--- src/rtl/gs_dac_pkg.sv ---
// Shared definitions for the multi-channel General Sound DAC.
//   dac_mode_e : per-channel output mode (sigma-delta or PWM)
//   ch_width() : width of a channel index, never narrower than one bit
package gs_dac_pkg;

  typedef enum logic {
    MODE_SD  = 1'b0,
    MODE_PWM = 1'b1
  } dac_mode_e;

  function automatic int ch_width(input int n);
    return (n <= 1) ? 1 : $clog2(n);
  endfunction

endpackage

--- src/rtl/gs_dac_multi_if.sv ---
// Bus-side interface of gs_dac_multi.
//   smp_wr/smp_ch/smp_data : sample write strobe, channel index, value
//   vol_wr/vol_ch/vol_data : volume write strobe, channel index, value
//   mode                   : per channel, 0 = sigma-delta, 1 = PWM
//   mute                   : global mute
//   dac_out                : registered 1-bit DAC outputs
//   frame_tick             : one-cycle pulse on each commit cycle
// master = bus decoder side, slave = DAC side.
interface gs_dac_multi_if #(
  parameter int CHANNELS = 4,
  parameter int DATA_W   = 8,
  parameter int VOL_W    = 6
);
  localparam int CH_W = gs_dac_pkg::ch_width(CHANNELS);

  logic                smp_wr;
  logic [CH_W-1:0]     smp_ch;
  logic [DATA_W-1:0]   smp_data;
  logic                vol_wr;
  logic [CH_W-1:0]     vol_ch;
  logic [VOL_W-1:0]    vol_data;
  logic [CHANNELS-1:0] mode;
  logic                mute;
  logic [CHANNELS-1:0] dac_out;
  logic                frame_tick;

  modport master (
    output smp_wr, smp_ch, smp_data, vol_wr, vol_ch, vol_data, mode, mute,
    input  dac_out, frame_tick
  );

  modport slave (
    input  smp_wr, smp_ch, smp_data, vol_wr, vol_ch, vol_data, mode, mute,
    output dac_out, frame_tick
  );
endinterface

--- src/rtl/gs_dac_channel.sv ---
// One DAC channel: double-buffered sample, sigma-delta accumulator,
// PWM counter and the registered output bit.
//   clk32, rst   : clock, synchronous active-high reset
//   i_smp_wr     : sample write for this channel (already decoded)
//   i_smp_data   : sample value as written on the bus
//   i_vol_en     : volume gate for this cycle
//   i_commit     : frame boundary, pending sample becomes active
//   i_mode       : 0 = sigma-delta, 1 = PWM
//   i_mute       : force output low, hold accumulator/counter at 0
//   o_dac        : registered 1-bit output
module gs_dac_channel
  import gs_dac_pkg::*;
#(
  parameter int DATA_W    = 8,
  parameter int SIGNED_IN = 0
) (
  input  logic              clk32,
  input  logic              rst,
  input  logic              i_smp_wr,
  input  logic [DATA_W-1:0] i_smp_data,
  input  logic              i_vol_en,
  input  logic              i_commit,
  input  logic              i_mode,
  input  logic              i_mute,
  output logic              o_dac
);

  // Two's complement -> offset binary is a flip of the sign bit.
  localparam logic [DATA_W-1:0] MSB_FLIP = {(SIGNED_IN != 0), {(DATA_W-1){1'b0}}};

  logic [DATA_W-1:0] r_pending;
  logic              r_pend_flag;
  logic [DATA_W-1:0] r_active;
  logic [DATA_W:0]   r_acc;
  logic [DATA_W-1:0] r_pwm_cnt;
  logic              r_mode_q;
  logic              r_dac;

  logic [DATA_W-1:0] w_smp_in;
  logic              w_mode_chg;
  logic [DATA_W:0]   w_acc_nxt;
  logic [DATA_W-1:0] w_pwm_nxt;
  logic              w_dac_nxt;

  assign w_smp_in   = i_smp_data ^ MSB_FLIP;
  assign w_mode_chg = (i_mode != r_mode_q);

  // NOTE: every always_comb output gets a default first; a path that leaves
  // one unassigned would infer a latch.
  always_comb begin
    w_acc_nxt = r_acc;
    w_pwm_nxt = r_pwm_cnt;
    w_dac_nxt = 1'b0;
    if (i_mute || w_mode_chg) begin
      // Restart from a clean state so the new mode/unmute begins at phase 0.
      w_acc_nxt = '0;
      w_pwm_nxt = '0;
    end else if (i_mode == MODE_SD) begin
      // Carry out of the low DATA_W bits is the output bit; when gated off
      // only the carry is dropped and the residue is kept for the next pass.
      if (i_vol_en) begin
        w_acc_nxt = {1'b0, r_acc[DATA_W-1:0]} + {1'b0, r_active};
      end else begin
        w_acc_nxt = {1'b0, r_acc[DATA_W-1:0]};
      end
      w_dac_nxt = w_acc_nxt[DATA_W];
    end else begin
      if (i_vol_en) begin
        w_pwm_nxt = r_pwm_cnt + 1'b1;
      end
      w_dac_nxt = i_vol_en & (r_pwm_cnt < r_active);
    end
  end

  // NOTE: sequential state uses non-blocking assignments only, so every
  // register samples the pre-edge values regardless of statement order.
  always_ff @(posedge clk32) begin
    if (rst) begin
      r_pending   <= '0;
      r_pend_flag <= 1'b0;
      r_active    <= '0;
      r_acc       <= '0;
      r_pwm_cnt   <= '0;
      r_dac       <= 1'b0;
      r_mode_q    <= i_mode;  // no spurious mode change on release
    end else begin
      r_mode_q  <= i_mode;
      r_acc     <= w_acc_nxt;
      r_pwm_cnt <= w_pwm_nxt;
      r_dac     <= w_dac_nxt;
      if (i_commit && r_pend_flag) begin
        r_active    <= r_pending;
        r_pend_flag <= 1'b0;
      end
      // A write on the commit cycle is placed after the commit: the commit
      // takes the old pending value and this write waits a whole frame.
      if (i_smp_wr) begin
        r_pending   <= w_smp_in;
        r_pend_flag <= 1'b1;
      end
    end
  end

  assign o_dac = r_dac;

endmodule

--- src/rtl/gs_dac_multi.sv ---
// N-channel volume-gated 1-bit DAC (General Sound successor).
//   clk32 : system clock, rising edge
//   rst   : synchronous reset, active-high
//   bus   : gs_dac_multi_if slave modport (sample/volume writes, mode,
//           mute, dac_out, frame_tick)
// Holds the volume counter, the per-channel volume registers, write
// decode and frame_tick; per-channel datapath lives in gs_dac_channel.
module gs_dac_multi
  import gs_dac_pkg::*;
#(
  parameter int CHANNELS  = 4,
  parameter int DATA_W    = 8,
  parameter int VOL_W     = 6,
  parameter int VOL_STEP  = 31,
  parameter int SIGNED_IN = 0
) (
  input  logic           clk32,
  input  logic           rst,
  gs_dac_multi_if.slave  bus
);

  localparam int               CH_W = ch_width(CHANNELS);
  localparam logic [VOL_W-1:0] STEP = VOL_W'(VOL_STEP);

  logic [VOL_W-1:0]    r_vol_cnt;
  logic [VOL_W-1:0]    r_vol [CHANNELS];
  logic [CHANNELS-1:0] r_vol_en;
  logic                r_frame_tick;

  logic [VOL_W-1:0]    w_vol_cnt_nxt;
  logic                w_commit;
  logic [CHANNELS-1:0] w_smp_wr;
  logic [CHANNELS-1:0] w_dac;

  assign w_vol_cnt_nxt = r_vol_cnt + STEP;

  // frame_tick is registered so it is high exactly while vol_cnt == 0; the
  // vol_cnt == 0 right after reset release has no tick, so the first commit
  // lands one full frame later.
  assign w_commit = r_frame_tick;

  always_ff @(posedge clk32) begin
    if (rst) begin
      r_vol_cnt    <= '0;
      r_frame_tick <= 1'b0;
      r_vol_en     <= '0;
      // NOTE: the volume array is a handful of flops, not a RAM, so it is
      // cleared on reset like any other register.
      for (int i = 0; i < CHANNELS; i++) begin
        r_vol[i] <= '0;
      end
    end else begin
      r_vol_cnt    <= w_vol_cnt_nxt;
      r_frame_tick <= (w_vol_cnt_nxt == '0);
      for (int i = 0; i < CHANNELS; i++) begin
        r_vol_en[i] <= (r_vol_cnt < r_vol[i]);
        // Indices with no matching channel simply never match.
        if (bus.vol_wr && (bus.vol_ch == CH_W'(i))) begin
          r_vol[i] <= bus.vol_data;
        end
      end
    end
  end

  always_comb begin
    w_smp_wr = '0;
    for (int i = 0; i < CHANNELS; i++) begin
      w_smp_wr[i] = bus.smp_wr && (bus.smp_ch == CH_W'(i));
    end
  end

  for (genvar g = 0; g < CHANNELS; g++) begin : g_ch
    gs_dac_channel #(
      .DATA_W    (DATA_W),
      .SIGNED_IN (SIGNED_IN)
    ) u_ch (
      .clk32      (clk32),
      .rst        (rst),
      .i_smp_wr   (w_smp_wr[g]),
      .i_smp_data (bus.smp_data),
      .i_vol_en   (r_vol_en[g]),
      .i_commit   (w_commit),
      .i_mode     (bus.mode[g]),
      .i_mute     (bus.mute),
      .o_dac      (w_dac[g])
    );
  end

  assign bus.dac_out    = w_dac;
  assign bus.frame_tick = r_frame_tick;

endmodule

--- src/flat_wrapper.sv ---
// flat-port wrapper written by rule: the top's interface ports become plain ports
module gs_dac_multi_flat import gs_dac_pkg::*;
#(
  parameter int CHANNELS  = 4,
  parameter int DATA_W    = 8,
  parameter int VOL_W     = 6,
  parameter int VOL_STEP  = 31,
  parameter int SIGNED_IN = 0
)
  (clk32, rst, bus_smp_wr, bus_smp_ch, bus_smp_data, bus_vol_wr, bus_vol_ch, bus_vol_data, bus_mode, bus_mute, bus_dac_out, bus_frame_tick);
  gs_dac_multi_if #(.CHANNELS(CHANNELS), .DATA_W(DATA_W), .VOL_W(VOL_W)) bus_i ();
  input  logic clk32;
  input  logic rst;
  input wire logic [$bits(bus_i.smp_wr)-1:0] bus_smp_wr;
  input wire logic [$bits(bus_i.smp_ch)-1:0] bus_smp_ch;
  input wire logic [$bits(bus_i.smp_data)-1:0] bus_smp_data;
  input wire logic [$bits(bus_i.vol_wr)-1:0] bus_vol_wr;
  input wire logic [$bits(bus_i.vol_ch)-1:0] bus_vol_ch;
  input wire logic [$bits(bus_i.vol_data)-1:0] bus_vol_data;
  input wire logic [$bits(bus_i.mode)-1:0] bus_mode;
  input wire logic [$bits(bus_i.mute)-1:0] bus_mute;
  output wire logic [$bits(bus_i.dac_out)-1:0] bus_dac_out;
  output wire logic [$bits(bus_i.frame_tick)-1:0] bus_frame_tick;
  assign bus_i.smp_wr = bus_smp_wr;
  assign bus_i.smp_ch = bus_smp_ch;
  assign bus_i.smp_data = bus_smp_data;
  assign bus_i.vol_wr = bus_vol_wr;
  assign bus_i.vol_ch = bus_vol_ch;
  assign bus_i.vol_data = bus_vol_data;
  assign bus_i.mode = bus_mode;
  assign bus_i.mute = bus_mute;
  assign bus_dac_out = bus_i.dac_out;
  assign bus_frame_tick = bus_i.frame_tick;
  gs_dac_multi #(.CHANNELS(CHANNELS), .DATA_W(DATA_W), .VOL_W(VOL_W), .VOL_STEP(VOL_STEP), .SIGNED_IN(SIGNED_IN)) u_core (.clk32(clk32), .rst(rst), .bus(bus_i));
endmodule
--- config.mk ---
export PLATFORM = sky130hd
export DESIGN_NAME = gs_dac_multi_flat
export DESIGN_NICKNAME = d
export VERILOG_FILES = /design/src/rtl/gs_dac_pkg.sv /design/src/rtl/gs_dac_multi_if.sv /design/src/rtl/gs_dac_channel.sv /design/src/rtl/gs_dac_multi.sv /design/src/flat_wrapper.sv
export SDC_FILE = /design/constraint.sdc
export NUM_CORES = 1
export LEC_CHECK = 0
export ABC_CLOCK_PERIOD_IN_PS = 2300
export BUFFER_PORTS_ARGS = -buffer_cell sky130_fd_sc_hd__buf_2
export CORE_AREA = 10 10 153 155
export DETAILED_ROUTE_END_ITERATION = 8
export DIE_AREA = 0 0 163 165
export SLEW_MARGIN = 25
export SYNTH_ARGS = -nofsm -noshare
export SYNTH_HDL_FRONTEND = slang
export SYNTH_SLANG_ARGS = --single-unit
--- constraint.sdc ---
create_clock -name clk32 -period 2.3 [get_ports clk32]
set_clock_uncertainty 0.05 [all_clocks]
set_input_delay 0.115 -clock clk32 [delete_from_list [all_inputs] [get_ports clk32]]
set_output_delay 0.115 -clock clk32 [all_outputs]
set_load 0.005 [all_outputs]
==> flow_summary_export.csv <==
group,metric,value,unit
setup_path,crit_path_start_kind,"flop",
sta,fin_tns_setup,0,ns
setup_path,rr_endpoint,"u_core.g_ch[3].u_ch.o_dac",
placed_design,place_area,9370,sq um
synth,synth_xor_area_share,3.98,%
cts,clk_pin_slew,0.07,ns
setup_path,cp-startpoint,"u_core.g_ch[3].u_ch.r_active[0]",
floorplanning,initial_core_util,44.5,%
floorplanning,die-area,26900,sq um
setup_path,worst-setup-path-type,"reg -> reg",
floorplanning,core_area,20200,sq um
floorplanning,chipWidth,163,microns
synth,synth_fp_nets,1145,
drt,drt_pre_antenna_iters,4,
cts,tritoncts,"yes",
drt,drt-initial-drc-count,325,
sta,clock.fmax,485,MHz
synth,synthAdderAreaFrac,12.9,%
layout,antenna_cells,0,
cts,root_buffer,"clkbuf_16",
run,cap_violations,0,
cts,cts-hold-fix-buffers,18,
hold_path,whs_path_depth,4,
cts,cts_max_path_buffers,2,
drt,routed-via-count,6930,
floorplanning,pin_count,32,
grt,grt-ovfl-total,0,
power_and_ir_drop,vdd_ir_drop_max,0.456,mV
setup_path,rr_startpoint,"u_core.g_ch[3].u_ch.r_active[0]",
sta,layout_min_cycle_time,2.06,ns
synth,synthFlopType,"dfxtp_1",
grt,grt_antenna_before_repair,0,
layout,final_net_count,1183,
synth,yosysWarnings,0,
cts,cts_setup_buffers,0,
sta,drv_slew,0,
layout,drive_above_1_share,8.16,%
drt,drc,0,
grt,grt_pass1_vias,6666,
synth,ys_ff_latch,175,
drt,postRouteAntennaNets,0,
setup_path,cp_max_fo,3,
synth,synth_compound_area_share,14.5,%
grt,grt_max_degree,84,
synth,yosysSeqAreaShare,41.7,%
layout,syn_to_final_growth,12.7,%
cts,h-tree-depth,4,
hold_path,whs_endpoint,"u_core.g_ch[2].u_ch.r_pending[0]",
cts,clock_sinks,175,
setup_path,crit_arrival,2.31,ns
synth,synth_mux_area_share,1.45,%
synth,synth-edff-count,24,
setup_path,rr_worst_depth,7,
placed_design,place_hpwl,13600,microns
synth,synth_cell_type_count,59,
drt,routedWlPerCell,13.8,microns
setup_path,required,2.55,ns
cts,cts_buffers,17,
hold_path,min_path_type,"in -> reg",
synth,async_flop_share,0,%
drt,routed_via_density,5.14,
sta,maxSlewHeadroom,42.7,%
layout,final_cell_mix,"dfxtp_1 (151), nand2_1 (145), a21oi_1 (98)",
synth,avgSynthCellArea,8.74,sq um
placed_design,place_ws,0.259,ns
sta,fin_crit_sh,89.6,%
synth,yosysTopAreaCell,"dfxtp_1",
layout,final_common_cell,"dfxtp_1",
hold_path,hold_path.startpoint,"bus_smp_ch[0]",
synth,synth_top_area_share,33.6,%
grt,grt_pass1_wl,31900,microns
grt,gr-usage-all-layers,14.4,%
placed_design,port_buffers,31,
power_and_ir_drop,power_density,665,nW/um^2
synth,synth_top_family_by_area,"simple AND/OR/NAND/NOR gates",
synth,netlist_top_cells_area,"dfxtp_1 (34%), ha_1 (12%), edfxtp_1 (8.0%), nand2_1 (6.1%), a21oi_1 (5.5%)",
sta,final.setup.worst_slack,0.238,ns
placed_design,globalplace.congestion,0.814,
status,status,"completed",
cts,post_cts_resized,0,
floorplanning,fp.dieH,165,microns
drt,routed_wl,18600,microns
cts,clk-insertion-delay-late,0.43,ns
synth,yosys.area_share.simple,21.1,%
layout,stdcell_area,10100,sq um
synth,syn_inst,1028,
floorplanning,std_cell_rows,52,
sta,timing_hold_violations_final,0,
sta,setup_viol,0,
sta,rsz0062_at_grt,"false",
power_and_ir_drop,p_leak,4.06,nW
setup_path,crit_path_end_kind,"flop",
synth,syn-cell-area,8980,sq um
sta,tightest_slew,0.860,ns
setup_path,r2r_setup_slack,0.24,ns
## how the worst max path moves through the flow
| stage | end | slack, ns | cells after the start |
|---|---|---|---|
| floorplan | u_core.g_ch[1].u_ch.r_acc[6] | 0.37 | 7 |
| global placement | u_core.g_ch[3].u_ch.o_dac | 0.30 | 7 |
| detailed placement | u_core.g_ch[3].u_ch.o_dac | 0.26 | 7 |
| CTS | u_core.g_ch[3].u_ch.o_dac | 0.23 | 7 |
| global route | u_core.g_ch[3].u_ch.o_dac | 0.07 | 7 |
| finish | u_core.g_ch[3].u_ch.o_dac | 0.24 | 7 |
## power breakdown
part / total (W) / internal [W] / switching (W)
logic: 0.000600 / 0.000253 / 0.000348
clock network: 0.00282 / 0.00154 / 0.00128
registers: 0.00332 / 0.00320 / 0.000116
## worst max-delay path: stages, from the launching register on
cell	delay [ns]
dfxtp_1	0.32
ha_1	0.24
fa_1	0.43
a211oi_1	0.32
o21a_1	0.21
nor3b_2	0.06
nor3_1	0.19
o41ai_2	0.10
## layout make-up
class                   count  area [sq um]
flip-flops and latches    175          3740
inverters                  61           229
repair buffers             57           395
well taps                 270           338
multi-input cells         754          4840
clock inverters            14           136
fillers                  1978         10000
clock buffers              18           439
## registers in the layout, indices dropped and copies added (netlist names), 6 cells and up
name                        flops
u_core.g_ch.u_ch.r_pwm_cnt     32
u_core.g_ch.u_ch.r_active      32
u_core.g_ch.u_ch.r_acc         32
u_core.r_vol                   24
u_core.g_ch.u_ch.r_pending     32
u_core.r_vol_cnt                6
## synthesized netlist by cell type, drive strengths merged (5+ instances only)
| master | number |
|---|---|
| dfxtp | 151 |
| nand2 | 147 |
| a21oi | 99 |
| nor2 | 87 |
| ha | 86 |
| inv | 61 |
| nand3 | 52 |
| and2 | 30 |
| xor2 | 25 |
| edfxtp | 24 |
| o21ai | 24 |
| a21o | 23 |
| buf | 22 |
| nor3 | 18 |
| a211oi | 17 |
| clkbuf | 16 |
| nand2b | 16 |
| xnor2 | 15 |
| mux2i | 13 |
| nand4 | 10 |
| a211o | 9 |
| and3 | 8 |
| nor2b | 8 |
| o21a | 8 |
| a31oi | 6 |
| nor3b | 5 |
| or3 | 5 |
## cell families after synthesis
group           count (synthesis)
fa+ha+maj                      90
buf+inv                        99
simple gates                  401
flops                         175
xor+xnor                       40
compound gates                210
mux                            13
## through the flow
stage / total power, W / cells / hold slack, ns / util, %
6_report: 0.00673 / 1349 / 0.0963 / 50.2
5_1_grt: 0.00705 / 1349 / 0.129 / 50.2
4_1_cts: 0.00681 / 1349 / 0.0816 / 50.2
3_5_place_dp: 0.00397 / 1299 / 0.257 / 46.4
3_3_place_gp: 0.00396 / 1299 / 0.253 / 46.4
2_1_floorplan: 0.00378 / 1028 / 0.0927 / -
## metal layers
layer	wire length [microns]	vias to the layer above	track usage [%]
met4	215	0	4.34
met5	0	-	0
li1	-	3635	-
met2	8400	73	22.9
met3	597	17	3.46
met1	9390	3205	18.8
Power figures use the tool's default switching activity.
